--- src/rtl/sync_fifo_16x8.sv ---
// Single-clock 16x8 FIFO with occupancy count and sticky overflow/underflow flags.
// Storage is not reset; only pointers, count, read data and the error flags are.
module sync_fifo_16x8 #(
    parameter int DATA_W = 8,
    parameter int DEPTH  = 16,
    parameter int ADDR_W = 4
) (
    input  logic              clk,
    input  logic              rst,
    input  logic              we,
    input  logic              re,
    input  logic [DATA_W-1:0] data_in,
    output logic [DATA_W-1:0] data_out,
    output logic              full,
    output logic              empty,
    output logic [ADDR_W:0]   count,
    output logic              overflow,
    output logic              underflow
);

    localparam logic [ADDR_W:0] CNT_FULL = (ADDR_W + 1)'(DEPTH);
    localparam logic [ADDR_W:0] CNT_ONE  = (ADDR_W + 1)'(1);
    localparam logic [ADDR_W-1:0] PTR_ONE = ADDR_W'(1);

    logic [DATA_W-1:0] mem [DEPTH];
    logic [ADDR_W-1:0] wptr;
    logic [ADDR_W-1:0] rptr;
    logic              wr_ok;
    logic              rd_ok;

    // A write is accepted when there is room, or when full and a read frees a slot
    // on the same edge. A read is accepted whenever something is stored.
    always_comb begin
        wr_ok = we & (~full | re);
        rd_ok = re & ~empty;
    end

    // Status flags come straight from the registered count.
    always_comb begin
        full  = (count == CNT_FULL);
        empty = (count == '0);
    end

    // Storage array; deliberately left out of reset.
    always_ff @(posedge clk) begin
        if (wr_ok) begin
            mem[wptr] <= data_in;
        end
    end

    // Pointers, count and registered read data.
    always_ff @(posedge clk or negedge rst) begin
        if (!rst) begin
            wptr     <= '0;
            rptr     <= '0;
            count    <= '0;
            data_out <= '0;
        end else begin
            if (wr_ok) begin
                wptr <= wptr + PTR_ONE;
            end
            if (rd_ok) begin
                rptr     <= rptr + PTR_ONE;
                data_out <= mem[rptr];
            end
            case ({wr_ok, rd_ok})
                2'b10:   count <= count + CNT_ONE;
                2'b01:   count <= count - CNT_ONE;
                default: count <= count;
            endcase
        end
    end

    // Sticky error flags. A write while full paired with a read is not an overflow,
    // and a read while empty paired with a write is not an underflow.
    always_ff @(posedge clk or negedge rst) begin
        if (!rst) begin
            overflow  <= 1'b0;
            underflow <= 1'b0;
        end else begin
            if (we & full & ~re) begin
                overflow <= 1'b1;
            end
            if (re & empty & ~we) begin
                underflow <= 1'b1;
            end
        end
    end

endmodule

--- config.mk ---
export PLATFORM = sky130hd
export DESIGN_NAME = sync_fifo_16x8
export DESIGN_NICKNAME = d
export VERILOG_FILES = /design/src/rtl/sync_fifo_16x8.sv
export SDC_FILE = /design/constraint.sdc
export NUM_CORES = 1
export LEC_CHECK = 0
export ABC_AREA = 1
export CAP_MARGIN = 20
export CORE_ASPECT_RATIO = 0.6
export CORE_MARGIN = 2
export CORE_UTILIZATION = 60
export CTS_CLUSTER_SIZE = 25
export DETAILED_ROUTE_END_ITERATION = 8
export PLACE_DENSITY = 0.78
export SYNTH_ARGS = -nofsm -noshare
export SYNTH_HDL_FRONTEND = slang
export SYNTH_SLANG_ARGS = --single-unit
--- constraint.sdc ---
create_clock -name clk -period 5.8 [get_ports clk]
set_clock_uncertainty 0.2 [all_clocks]
set_input_delay 1.45 -clock clk [delete_from_list [all_inputs] [get_ports clk]]
set_output_delay 1.45 -clock clk [all_outputs]
set_load 0.05 [all_outputs]
==> results by group <==
Status
  • Outcome: finished clean

Clock tree
  • Clock Sinks: 151
  • H-tree Lvls: 4
  • Cts hold-fix bufs: 0
  • CTS Buf Count: 17
  • Post-CTS sizing: 0
  • Reg clk slew, reported paths: 60 ps
  • Clk_lat worst skew: 410 ps
  • TritonCTS clock tree: done
  • Post-CTS setup buffer count: 0
  • Root buf cell: clkbuf_16
  • CTS Buffer Depth: 2

Power
  • Psw: 1.611 mW
  • Int Pwr: 2.627 mW
  • Reg power frac: 34.6%
  • P per Cell Area: 542.4 nW/um^2
  • Worst VDD drop: 0.2610 mV
  • Switching share of power: 38.01%
  • Power share of the clock group: 29.8%
  • Gate power share: 35.6%
  • Pleak: 3.446 nW

Die
  • Die width: 141.2 um
  • Die outline area: 12,180 um^2
  • Initial core utilization: 62.86%
  • Core Region: 10,780 um^2
  • # rows: 29
  • Ports: 29
  • Die H: 86.31 um

Place
  • HPWL Detailed: 10.10 mm
  • Placed cell area: 7071 um^2
  • Port Buffers: 28
  • Placer Congestion: 1.036

Detailed routing
  • Antenna violation net count after detailed routing: 0
  • Drt pass-1 iters: 5
  • Vias: 4,711
  • Vias per Instance: 5.549
  • Drt first-iter violations: 597
  • Wire per inst: 19.02 um
  • WL final: 16.15 mm
  • DRC errors left: 0

Finish
  • Post-route cell area: 7812 um^2
  • Most frequent cells in the layout: 221 x nand2_1, 128 x edfxtp_1, 112 x inv_1
  • Layout area overhead: 15.33%
  • Antenna diodes: 0
  • Share of cells above drive strength 1: 6.761%
  • Most common cell after layout, fill and taps aside: nand2_1
  • Final core utilization: 72.50%
  • Final #Nets: 718

Synthesis
  • Yosys reg bits: 151
  • Syn avg cell area: 10.10 um^2
  • Post-synthesis net count: 692
  • Share of the synthesized area in the top cell type: 56.74%
  • Syn Inst Count: 671
  • Register area share after synthesis: 65.24%
  • Synth cell types: 26
  • Post-Syn Area: 6774 um^2
  • Area leader, netlist: edfxtp_1
  • Synth warn: 0
  • Synth area leaders: edfxtp_1 57%, nand2_1 12%, dfrtp_1 8.5%

STA
  • Setup TNS Final: 0 ps
  • Period utilisation layout: 65.80%
  • Relative slew slack: 36.83%
  • Slew @ Worst Pin: 944.6 ps
  • Slew Viols, Final: 0
  • Final Critical Period: 3816 ps
  • RSZ-0062 raised after global routing: false
  • FMAX: 262.0 MHz
  • Setup violators final: 0
  • Final hold violations: 0

Run
  • Maxcap violations: 0

Critical path
  • Top delay family on crit path: buffers and inverters
  • CP bufs+invs: 1
  • CP Launch Type: flip-flop
  • Worst setup startpoint: count[3]
  • Data arrival time of the worst path: 2170 ps
  • Critical path endpoint category: output port
  • Worst Path Max Fanout: 4
  • R2r startpoint: count[3]
  • Max stage delay on crit path: 850 ps
  • Required @ worst endpoint: 4150 ps
  • CP max-delay cell: clkdlybuf4s50_1
  • Critical path class: flip-flop to output port
  • Crit-path cells: nor2_1, nand2_2, nor2_2, clkdlybuf4s50_1

GRT
  • Pin count of the biggest net entering global routing: 68
  • Global-route wire length before repair: 25.33 mm
  • Grt met1 use: 43.86%
  • Global route overflow: 0
  • GR peak layer: met1
  • Met3 Track Usage GR: 5.912%
  • Vias in the first global route: 4,516
  • Initial antenna violation count: 0
  • M2 GR Usage: 42.01%
  • GRT Overall Usage: 28.57%

Worst hold path
  • Min-delay src: data_out[1]
  • Hold Crit Class: flip-flop to flip-flop
[through the flow]
step                      worst slack [ps]  hold slack [ps]  instances  power [mW]
final                                 1984            282.4        849       4.237
after CTS                             1977            284.4        846       4.197
after floorplan                       2534            311.9        671       2.527
after global routing                  1880            300.5        849       4.448
after detailed placement              1757            268.5        814       2.929
after global placement                1807            267.7        814       2.891
[power groups by stage]
| stage | clock network (mW) | registers (mW) | logic [mW] |
|---|---|---|---|
| CTS | 1.27 | 1.46 | 1.47 |
| global placement | 0 | 1.47 | 1.42 |
| floorplan | 0 | 1.62 | 0.911 |
| finish | 1.26 | 1.46 | 1.51 |
| global route | 1.31 | 1.48 | 1.65 |
| detailed placement | 0 | 1.48 | 1.45 |
[layer usage]
layer / vias up / wire, um
li1: 2199 / -
met1: 2251 / 7319
met2: 245 / 7224
met3: 16 / 1459
met4: 0 / 149
met5: - / 0
[worst paths after layout]
check | to | slack (ps) | depth (start not counted)
worst min-delay path | data_out[1] | 280 | 2
worst max register to register | count[4] | 3100 | 16
worst min register to register | data_out[1] | 280 | 2
max in group asynchronous | rptr[3] | 3870 | 2
worst max-delay path | full | 1980 | 4
min in group asynchronous | data_out[0] | 1080 | 1
[Yosys cell counts]
library cell and count:
clkinv_1 2, nor2_1 18, inv_2 3, buf_6 6, clkbuf_1 1, nor2_4 1
nor2_2 1, edfxtp_1 128, nand2_4 2, o21ai_0 5, buf_2 16, ha_1 9
xnor2_1 1, inv_1 112, dfrtp_1 23, nand2_1 221, a21oi_1 1, a21oi_4 1
xor2_1 9, nand2_2 1, o21bai_1 1, o21ai_2 1, a21boi_0 1, a31o_2 2
buf_4 3, nand3_1 102
[state kept, by name (all words and copies together) (netlist names)]
signal     count
mem          128
data_out       8
count          5
rptr           4
wptr           4
overflow       1
underflow      1
[tightest hold or removal path, stage by stage (launching register included)]
cell and delay, ps:
dfrtp_1 340, nand2_1 60, nand2_1 50
[cells by family (layout without fill, tap and decap cells)]
kind of cell / Yosys count / after routing / share of synthesized area (%)
compound gates: 12 / 12 / 1.293
fa+ha+maj: 9 / 9 / 1.662
flops: 151 / 151 / 65.24
xor+xnor: 10 / 10 / 1.293
simple gates: 346 / 346 / 21.46
buf+inv: 143 / 182 / 9.050
[final cells by class]
| cell class | count | area [um^2] |
|---|---|---|
| Sequential cell | 151 | 4420 |
| Fill cell | 738 | 2964 |
| Multi-Input combinational cell | 377 | 1742 |
| Clock buffer | 21 | 460.4 |
| Inverter | 117 | 439.2 |
| Timing Repair Buffer | 33 | 355.3 |
| Clock inverter | 11 | 221.5 |
| Tap cell | 139 | 173.9 |
(Power assumes the default switching activity.)
